### src/rtl/pll_lock_sequencer_if.sv
// Control/status bundle between the PLL lock sequencer and the
// surrounding board logic. The sequencer side uses the master modport.
interface pll_lock_sequencer_if #(
  parameter int NUM_PLLS = 2
);
  logic [NUM_PLLS-1:0] pll_locked_in;
  logic                restart;
  logic [NUM_PLLS-1:0] pll_rst_n_out;
  logic                clk_ready;
  logic                domain_rst_n;
  logic                fault;
  logic [3:0]          retry_count;
  logic [7:0]          lock_loss_count;
  logic [2:0]          state_out;

  modport master (
    input  pll_locked_in,
    input  restart,
    output pll_rst_n_out,
    output clk_ready,
    output domain_rst_n,
    output fault,
    output retry_count,
    output lock_loss_count,
    output state_out
  );

  modport slave (
    output pll_locked_in,
    output restart,
    input  pll_rst_n_out,
    input  clk_ready,
    input  domain_rst_n,
    input  fault,
    input  retry_count,
    input  lock_loss_count,
    input  state_out
  );
endinterface

### src/rtl/pll_lock_sequencer.sv
// PLL power-up / recovery sequencer. Holds every PLL in reset, releases
// them one at a time once the previous one shows a stable lock, then
// releases the downstream domain reset. Timeouts and lock losses during
// bring-up are retried a bounded number of times before latching FAULT.
module pll_lock_sequencer #(
  parameter int NUM_PLLS            = 2,
  parameter int RESET_HOLD_CYCLES   = 16,
  parameter int LOCK_TIMEOUT_CYCLES = 27000,
  parameter int LOCK_STABLE_CYCLES  = 256,
  parameter int READY_DELAY_CYCLES  = 64,
  parameter int MAX_RETRIES         = 3
) (
  input  logic                  clk_in,
  input  logic                  reset_n,
  pll_lock_sequencer_if.master  bus
);

  // Counter width helper: never below one bit so degenerate parameters still elaborate.
  function automatic int cw(input int n);
    return (n > 1) ? $clog2(n) : 1;
  endfunction

  localparam int HW = cw(RESET_HOLD_CYCLES);
  localparam int OW = cw(LOCK_TIMEOUT_CYCLES);
  localparam int RW = cw(READY_DELAY_CYCLES);
  // One shared phase timer covers HOLD length, ENABLE timeout and SETTLE delay.
  localparam int TW = (HW > OW) ? ((HW > RW) ? HW : RW) : ((OW > RW) ? OW : RW);
  localparam int SW = cw(LOCK_STABLE_CYCLES);
  localparam int IW = cw(NUM_PLLS);

  localparam logic [TW-1:0] HOLD_LAST    = TW'(RESET_HOLD_CYCLES - 1);
  localparam logic [TW-1:0] TIMEOUT_LAST = TW'(LOCK_TIMEOUT_CYCLES - 1);
  localparam logic [TW-1:0] READY_LAST   = TW'(READY_DELAY_CYCLES - 1);
  localparam logic [SW-1:0] STABLE_LAST  = SW'(LOCK_STABLE_CYCLES - 1);
  localparam logic [IW-1:0] IDX_LAST     = IW'(NUM_PLLS - 1);

  if (LOCK_STABLE_CYCLES < 1 || LOCK_TIMEOUT_CYCLES <= LOCK_STABLE_CYCLES) begin : g_param_check
    $error("pll_lock_sequencer: need LOCK_STABLE_CYCLES >= 1 and LOCK_TIMEOUT_CYCLES > LOCK_STABLE_CYCLES");
  end

  typedef enum logic [2:0] {
    IDLE   = 3'd0,
    HOLD   = 3'd1,
    ENABLE = 3'd2,
    SETTLE = 3'd3,
    RUN    = 3'd4,
    FAULT  = 3'd5
  } state_t;

  state_t              state_q, state_d;
  logic [IW-1:0]       idx_q, idx_d;
  logic [TW-1:0]       timer_q, timer_d;
  logic [SW-1:0]       stable_q, stable_d;
  logic [3:0]          retry_q, retry_d;
  logic [7:0]          loss_q, loss_d;
  logic [NUM_PLLS-1:0] sync1_q, lock_sync_q;
  logic [NUM_PLLS-1:0] pll_rst_n_q, pll_rst_n_d;
  logic                clk_ready_q, fault_q;

  logic [NUM_PLLS-1:0] lower_mask;
  logic [NUM_PLLS-1:0] enable_mask_d;
  logic                cur_lock;
  logic                all_lock;
  logic                lower_loss;
  logic                fail;
  logic [3:0]          retry_inc;

  // Per-PLL masks: PLLs below the one being brought up, and PLLs released in the next state.
  for (genvar gi = 0; gi < NUM_PLLS; gi++) begin : g_mask
    assign lower_mask[gi]    = (IW'(gi) <  idx_q);
    assign enable_mask_d[gi] = (IW'(gi) <= idx_d);
  end

  assign cur_lock   = lock_sync_q[idx_q];
  assign all_lock   = &lock_sync_q;
  assign lower_loss = |(lower_mask & ~lock_sync_q);
  assign retry_inc  = (retry_q == 4'hF) ? retry_q : retry_q + 4'd1;

  // Two-flop synchronizer for the asynchronous PLL lock indications.
  always_ff @(posedge clk_in or negedge reset_n) begin
    if (!reset_n) begin
      sync1_q     <= '0;
      lock_sync_q <= '0;
    end else begin
      sync1_q     <= bus.pll_locked_in;
      lock_sync_q <= sync1_q;
    end
  end

  // Next-state, counter and failure decisions for the bring-up sequence.
  always_comb begin
    state_d  = state_q;
    idx_d    = idx_q;
    timer_d  = timer_q;
    stable_d = stable_q;
    retry_d  = retry_q;
    loss_d   = loss_q;
    fail     = 1'b0;

    case (state_q)
      IDLE: begin
        state_d = HOLD;
        timer_d = '0;
      end
      HOLD: begin
        if (timer_q == HOLD_LAST) begin
          state_d  = ENABLE;
          idx_d    = '0;
          timer_d  = '0;
          stable_d = '0;
        end else begin
          timer_d = timer_q + TW'(1);
        end
      end
      ENABLE: begin
        timer_d  = timer_q + TW'(1);
        stable_d = cur_lock ? stable_q + SW'(1) : '0;
        if (lower_loss) begin
          fail = 1'b1;
        end else if (cur_lock && stable_q == STABLE_LAST) begin
          // Stable lock wins over a timeout expiring in the same cycle.
          if (idx_q == IDX_LAST) begin
            state_d = SETTLE;
          end else begin
            idx_d = idx_q + IW'(1);
          end
          timer_d  = '0;
          stable_d = '0;
        end else if (timer_q == TIMEOUT_LAST) begin
          fail = 1'b1;
        end
      end
      SETTLE: begin
        if (!all_lock) begin
          fail = 1'b1;
        end else if (timer_q == READY_LAST) begin
          state_d = RUN;
          timer_d = '0;
          retry_d = '0;
        end else begin
          timer_d = timer_q + TW'(1);
        end
      end
      RUN: begin
        // Loss of lock in service is counted separately and does not use up retries.
        if (!all_lock) begin
          state_d = HOLD;
          timer_d = '0;
          loss_d  = (loss_q == 8'hFF) ? loss_q : loss_q + 8'd1;
        end
      end
      FAULT: begin
        if (bus.restart) begin
          state_d = HOLD;
          timer_d = '0;
          retry_d = '0;
        end
      end
      default: begin
        state_d = IDLE;
      end
    endcase

    if (fail) begin
      retry_d  = retry_inc;
      timer_d  = '0;
      stable_d = '0;
      state_d  = (int'(retry_inc) >= MAX_RETRIES) ? FAULT : HOLD;
    end
  end

  // PLL reset pattern for the upcoming state, so the output register matches its first cycle.
  always_comb begin
    pll_rst_n_d = '0;
    case (state_d)
      ENABLE:      pll_rst_n_d = enable_mask_d;
      SETTLE, RUN: pll_rst_n_d = '1;
      default:     pll_rst_n_d = '0;
    endcase
  end

  // State, counters and registered outputs.
  always_ff @(posedge clk_in or negedge reset_n) begin
    if (!reset_n) begin
      state_q     <= IDLE;
      idx_q       <= '0;
      timer_q     <= '0;
      stable_q    <= '0;
      retry_q     <= '0;
      loss_q      <= '0;
      pll_rst_n_q <= '0;
      clk_ready_q <= 1'b0;
      fault_q     <= 1'b0;
    end else begin
      state_q     <= state_d;
      idx_q       <= idx_d;
      timer_q     <= timer_d;
      stable_q    <= stable_d;
      retry_q     <= retry_d;
      loss_q      <= loss_d;
      pll_rst_n_q <= pll_rst_n_d;
      clk_ready_q <= (state_d == RUN);
      fault_q     <= (state_d == FAULT);
    end
  end

  assign bus.pll_rst_n_out   = pll_rst_n_q;
  assign bus.clk_ready       = clk_ready_q;
  assign bus.domain_rst_n    = clk_ready_q;
  assign bus.fault           = fault_q;
  assign bus.retry_count     = retry_q;
  assign bus.lock_loss_count = loss_q;
  assign bus.state_out       = state_q;

endmodule
### src/flat_wrapper.sv
// flat-port wrapper written by rule: the top's interface ports become plain ports
module pll_lock_sequencer_flat 
#(
  parameter int NUM_PLLS            = 2,
  parameter int RESET_HOLD_CYCLES   = 16,
  parameter int LOCK_TIMEOUT_CYCLES = 27000,
  parameter int LOCK_STABLE_CYCLES  = 256,
  parameter int READY_DELAY_CYCLES  = 64,
  parameter int MAX_RETRIES         = 3
)
  (clk_in, reset_n, bus_pll_locked_in, bus_restart, bus_pll_rst_n_out, bus_clk_ready, bus_domain_rst_n, bus_fault, bus_retry_count, bus_lock_loss_count, bus_state_out);
  pll_lock_sequencer_if #(.NUM_PLLS(NUM_PLLS)) bus_i ();
  input  logic clk_in;
  input  logic reset_n;
  input wire logic [$bits(bus_i.pll_locked_in)-1:0] bus_pll_locked_in;
  input wire logic [$bits(bus_i.restart)-1:0] bus_restart;
  output wire logic [$bits(bus_i.pll_rst_n_out)-1:0] bus_pll_rst_n_out;
  output wire logic [$bits(bus_i.clk_ready)-1:0] bus_clk_ready;
  output wire logic [$bits(bus_i.domain_rst_n)-1:0] bus_domain_rst_n;
  output wire logic [$bits(bus_i.fault)-1:0] bus_fault;
  output wire logic [$bits(bus_i.retry_count)-1:0] bus_retry_count;
  output wire logic [$bits(bus_i.lock_loss_count)-1:0] bus_lock_loss_count;
  output wire logic [$bits(bus_i.state_out)-1:0] bus_state_out;
  assign bus_i.pll_locked_in = bus_pll_locked_in;
  assign bus_i.restart = bus_restart;
  assign bus_pll_rst_n_out = bus_i.pll_rst_n_out;
  assign bus_clk_ready = bus_i.clk_ready;
  assign bus_domain_rst_n = bus_i.domain_rst_n;
  assign bus_fault = bus_i.fault;
  assign bus_retry_count = bus_i.retry_count;
  assign bus_lock_loss_count = bus_i.lock_loss_count;
  assign bus_state_out = bus_i.state_out;
  pll_lock_sequencer #(.NUM_PLLS(NUM_PLLS), .RESET_HOLD_CYCLES(RESET_HOLD_CYCLES), .LOCK_TIMEOUT_CYCLES(LOCK_TIMEOUT_CYCLES), .LOCK_STABLE_CYCLES(LOCK_STABLE_CYCLES), .READY_DELAY_CYCLES(READY_DELAY_CYCLES), .MAX_RETRIES(MAX_RETRIES)) u_core (.clk_in(clk_in), .reset_n(reset_n), .bus(bus_i));
endmodule
### config.mk
export PLATFORM = sky130hd
export DESIGN_NAME = pll_lock_sequencer_flat
export DESIGN_NICKNAME = d
export VERILOG_FILES = /design/src/rtl/pll_lock_sequencer_if.sv /design/src/rtl/pll_lock_sequencer.sv /design/src/flat_wrapper.sv
export SDC_FILE = /design/constraint.sdc
export NUM_CORES = 1
export LEC_CHECK = 0
export CORE_MARGIN = 2
export CORE_UTILIZATION = 35
export DETAILED_ROUTE_END_ITERATION = 16
export PLACE_DENSITY = 0.54
export SLEW_MARGIN = 20
export SYNTH_ARGS = -nofsm -noshare
export SYNTH_HDL_FRONTEND = slang
export SYNTH_SLANG_ARGS = --single-unit
### constraint.sdc
create_clock -name clk_in -period 4.2 [get_ports clk_in]
set_input_delay 0.84 -clock clk_in [delete_from_list [all_inputs] [get_ports clk_in]]
set_output_delay 0.84 -clock clk_in [all_outputs]
set_load 0.01 [all_outputs]
======== After elaboration in Yosys (flattened, before gate mapping) ========
Cells that the tools add are included.
storage, ports and cells
  input bits .............................. 5
  word-level logic and storage cells ...... 103
  flip-flop bits (word level) ............. 47
  output and inout port bits .............. 20
operators by class
  bitwise operators ....................... 4
  $lt $le $gt $ge ......................... 6
  equal/unequal tests ..................... 20
  reductions and logical operators ........ 12
  muxes and demuxes ....................... 45
  $add $sub $neg .......................... 5
operator list
  kind                                                                     number
  15-bit 2-to-1 mux                                                        8
  15-bit case mux with 6 select lines                                      1
  8-bit 2-to-1 mux                                                         5
  3-bit 2-to-1 mux                                                         10
  4-bit 2-to-1 mux                                                         5
  3-bit case mux with 6 select lines                                       1
  8-bit by 1-bit adder with 8-bit output (second input constant)           2
  8-bit equality test (second input constant)                              2
  8-bit case mux with 2 select lines                                       1
  15-bit by 1-bit adder with 15-bit output (second input constant)         1
  15-bit equality test (second input constant)                             1
  15-bit by 4-bit equality test with 1-bit output (second input constant)  1
  15-bit by 6-bit equality test with 1-bit output (second input constant)  1
  3-bit by 2-bit equality test with 1-bit output (second input constant)   4
  3-bit equality test (second input constant)                              4
  1-bit 2-to-1 mux                                                         10
  3-bit by 1-bit != test with 1-bit output (second input constant)         3
  4-bit case mux with 2 select lines                                       1
  4-bit AND reduction                                                      2
  7-bit nonzero test                                                       1
  3-bit nonzero test                                                       2
  4-bit by 1-bit adder with 4-bit output (second input constant)           1
  4-bit equality test (second input constant)                              1
  4-bit by 2-bit >= comparator with 1-bit output (second input constant)   1
  other kinds (17)                                                         23

======== Longest topological paths before layout ========
  word-level depth ........................ 10
  mapped depth ............................ 9
  gate-level depth less buffers ........... 7

======== Least setup slack after synthesis ========
No wires, ideal clock.
  path kind ............................... register to register
  start ................................... register u_core.timer_q[8]
  end ..................................... register u_core.stable_q[7]
  library setup time ...................... 0.126 ns
  path slack .............................. 2.045 ns
  period minus slack after synthesis ...... 2.155 ns
  path buffers ............................ 1
  arrival time ............................ 2.029 ns
  required time ........................... 4.074 ns
  cell stages (with the launch flop) ...... 7
  cell sequence ........................... dfrtp_1 -> or4_4 -> nor4_4 -> nand3_1 -> and3_4 -> buf_6 -> a221o_1
on the way
  cells in the longest elaborated chain, start to end .. 7
  elaborated cells on any way between the ends .. 10
  classes of those cells .................. 3 x eq/ne; 5 x mux; 2 x reduce/logical
RTL lines
  element                                                                                          line                       text
  start, declared                                                                                  pll_lock_sequencer.sv:52   logic [TW-1:0] timer_q, timer_d;
  start signal, assigned                                                                           pll_lock_sequencer.sv:197  timer_q <= timer_d;
  15-bit equality test                                                                             pll_lock_sequencer.sv:129  end else if (timer_q == TIMEOUT_LAST) begin
  1-bit 2-to-1 mux                                                                                 pll_lock_sequencer.sv:129
  1-bit 2-to-1 mux                                                                                 pll_lock_sequencer.sv:120  end else if (cur_lock && stable_q == STABLE_LAST) begin
  1-bit 2-to-1 mux                                                                                 pll_lock_sequencer.sv:118  if (lower_loss) begin
  1-bit case mux with 2 select lines                                                               pll_lock_sequencer.sv:100  case (state_q)
  3-bit by 1-bit != test with 1-bit output (no line) / 3-bit nonzero test (equally long branches)  --
  2-bit AND reduction (no line)                                                                    --
  end signal, assigned                                                                             pll_lock_sequencer.sv:198  stable_q <= stable_d;
  end, declared                                                                                    pll_lock_sequencer.sv:53   logic [SW-1:0] stable_q, stable_d;
Parallel ways exist; a longest one is shown, timed or not.
A chain may end at the register's enable or synchronous reset.

======== Worst setup path in the final report ========
  start ................................... register u_core.stable_q[0]
  end ..................................... register u_core.timer_q[10]
on the way
  cells in the longest elaborated chain, start to end .. 7
  elaborated cells on any way between the ends .. 14
  classes of those cells .................. 4 x eq/ne; 7 x mux; 3 x reduce/logical
RTL lines
  element                                                     line
  8-bit equality test *                                       pll_lock_sequencer.sv:120
  1-bit logical AND *                                         pll_lock_sequencer.sv:120
  1-bit 2-to-1 mux                                            pll_lock_sequencer.sv:120
  1-bit 2-to-1 mux                                            pll_lock_sequencer.sv:118
  1-bit case mux with 2 select lines                          pll_lock_sequencer.sv:100
  7-bit nonzero test (no line), or another cell as far along  --
  4-bit AND reduction (no line)                               --
Mark *: on every way between the ends. The rest lies on a longest branch, timed or not.

==> metrics <==
hold_sp u_core.sync1_q[1]; Initial DRC Count 49; syn nets around 270; I/O Buffers 24; Worst Max-Slew Pin Slew roughly 650 ps; top cells by count, synth dfrtp_1, nand2_1, nand3_1, nor2_1, o21ai_0; unrepaired setup endpoints after global routing false; die area 8040 sq um; Distinct cells, synth 60; max_cap viols 0; Most used DFF post-synth dfrtp_1; crit path from u_core.stable_q[0]; drt pass-1 iters 4; Worst Hold End u_core.lock_sync_q[1]; number of synthesized flops with an enable pin 0; Resized Gates After CTS 0; synth-to-layout area growth 14.4%; setup TNS 0 ps; crit path max fanout 15; Syn Std Cell Area around 2600 sq um; Clk Latency, worst-skew pair ~300 ps; Final nets 290; FP Rows 31; Post-synth ARST share 100%; Worst Hold Depth 0; clk sinks 47; Setup crit start kind flip-flop; die height ~90 um; htree depth 2; width of the die between 80 and 90 um; Vias 2053; largest net degree at the start of global routing 48; drc violations 0; Avg Cell Area, Syn roughly 10 sq um; worst reg2reg path endpoint u_core.timer_q[10]; highest clock rate 409 MHz; Worst Reg-to-Reg Cells 7; CTS clock-pin slew for the worst setup and hold paths ~90 ps; I/O Pins 25; final hold violations 0; Synth Register Bits 47; final design utilization around 40%; Critical Path AT roughly 2700 ps; GPL Wtd Cong 0.777; Worst Setup End Kind flip-flop; Yosys Warn Count 0; CORE AREA 7180 sq um; GRT Util Overall between 10% and 20%; layout cells sized above 1 under 10%; Post-Syn Instances approximately 260; CTS tree done; clk root buf clkbuf_8; GR Overflow Total 0; Routed WL per cell ~14 um; initial antenna violation count 0; post-route ant nets 0; area share of the largest cell type after synthesis about 46%; Post-DP HPWL around 3700 um; Pwr per Cell Area about 260 nW/um^2; Max clock buf depth 2; run status complete, no violations; reg-to-reg setup timing slack ~1800 ps; most frequent cell after synthesis dfrtp_1; vias per cell about 5.4; synth top area cells dfrtp_1, nand3_1, nand2_1, a22o_1, o21ai_0; final setup skew 6.90 ps; reg2reg start u_core.stable_q[0]; Post-CTS Hold Fix Bufs 0; Setup CP Type flip-flop to flip-flop; final wirelength around 5400 um; endpoints failing setup 0; Final Cycle Share between 50% and 60%; filler cell count around 730; CP required 4400 ps; Initial Util 35.8%; Hold Path Class flip-flop to flip-flop; Seq/Total Area, Yosys between 40% and 50%; vias in the first global route 1877; Max IR drop VDD between 100 and 150 uV; Setup Buffers After CTS 0; leak pwr 1.20 nW; Final min period roughly 2400 ps; relative slew slack between 50% and 60%; area leader, netlist dfrtp_1; antenna cells 0; CTS Buf Count 5; first-pass GRT wire length between 9000 and 10000 um; Slew Viols, Final 0
==> power by group <==
group	internal [mW]	leakage (nW)	switching [mW]
Clock	0.117	0.0412	0.157
Sequential	0.457	0.614	0.00472
Combinational	0.00802	0.545	0.0150
==> kinds of logic (layout without fill, tap and decap cells) <==
family / count (synthesis) / count (layout) / synth area share (%)
buf+inv: 14 / 38 / 3.85
flops: 47 / 47 / 45.8
xor+xnor: 10 / 10 / 3.41
simple gates: 107 / 107 / 23.5
compound gates: 70 / 70 / 19.1
fa+ha+maj: 4 / 4 / 1.95
mux: 6 / 6 / 2.43
==> area by class of cell <==
cell class	instances	area (sq um)	share of cell area, %
clock buffers	6	72.6	2.47
flip-flops and latches	47	1180	40.0
multi-input cells	197	1290	44.0
inverters	6	22.5	0.766
well taps	99	124	4.21
clock inverters	2	12.5	0.426
repair buffers	24	238	8.09
==> flip-flops by register name (all words and copies together) (netlist names), 2 cells and up <==
register and count:
u_core.timer_q 15, u_core.bus.lock_loss_count 8, u_core.stable_q 8, u_core.bus.retry_count 4
u_core.bus.state_out 3, u_core.bus.pll_rst_n_out 2, u_core.lock_sync_q 2, u_core.sync1_q 2
==> worst max-delay path by stage <==
| stage | endpoint | slack (ps) | cells after the start |
|---|---|---|---|
| 3_3_place_gp | u_core.timer_q[8] | 1690 | 7 |
| 4_1_cts | u_core.timer_q[10] | 1750 | 7 |
| 3_5_place_dp | u_core.timer_q[8] | 1670 | 7 |
| 5_1_grt | u_core.timer_q[10] | 1540 | 7 |
| 6_report | u_core.timer_q[10] | 1750 | 7 |
| 2_1_floorplan | u_core.stable_q[7] | 2040 | 6 |
==> critical path, stage by stage (launching register included) <==
cell and delay, ps:
dfrtp_1 380, ha_1 260, nand4_1 140, o311ai_1 570, or3_1 380, a21o_4 260
o21ai_1 90, a22o_1 250
==> layout by cell type (no fill, tap or decap), types with 5 or more instances in the layout <==
| cell type | count |
|---|---|
| dfrtp_1 | 47 |
| inv_1 | 6 |
| o21ai_0 | 14 |
| nor2_1 | 17 |
| clkbuf_8 | 5 |
| xnor2_1 | 5 |
| nand4_1 | 9 |
| clkdlybuf4s50_1 | 23 |
| xor2_1 | 5 |
| a22o_1 | 8 |
| nor3_1 | 8 |
| nand2_1 | 22 |
| o21a_1 | 5 |
| and3_1 | 5 |
| nand3_1 | 17 |
| a21oi_1 | 10 |
==> routing by layer <==
metal / vias to the layer above / GRT usage [%] / part of all wire [%]
li1: 1017 / - / -
met1: 1005 / 19.8 / 50
met2: 24 / 23.3 / 46
met3: 7 / 3.38 / 2.9
met4: 0 / 4.88 / 1.3
met5: - / 0 / 0
==> per-stage QoR <==
stage	hold slack (ps)	instances	power, mW	cell area, sq um	setup WS (ps)
after CTS	360	381	0.774	2940	1750
after global placement	337	373	0.495	2850	1690
after floorplan	331	258	0.479	2570	2040
after detailed placement	338	373	0.495	2850	1670
final	356	381	0.759	2940	1750
after global routing	362	381	0.799	2940	1540
(Power assumes the default switching activity.)
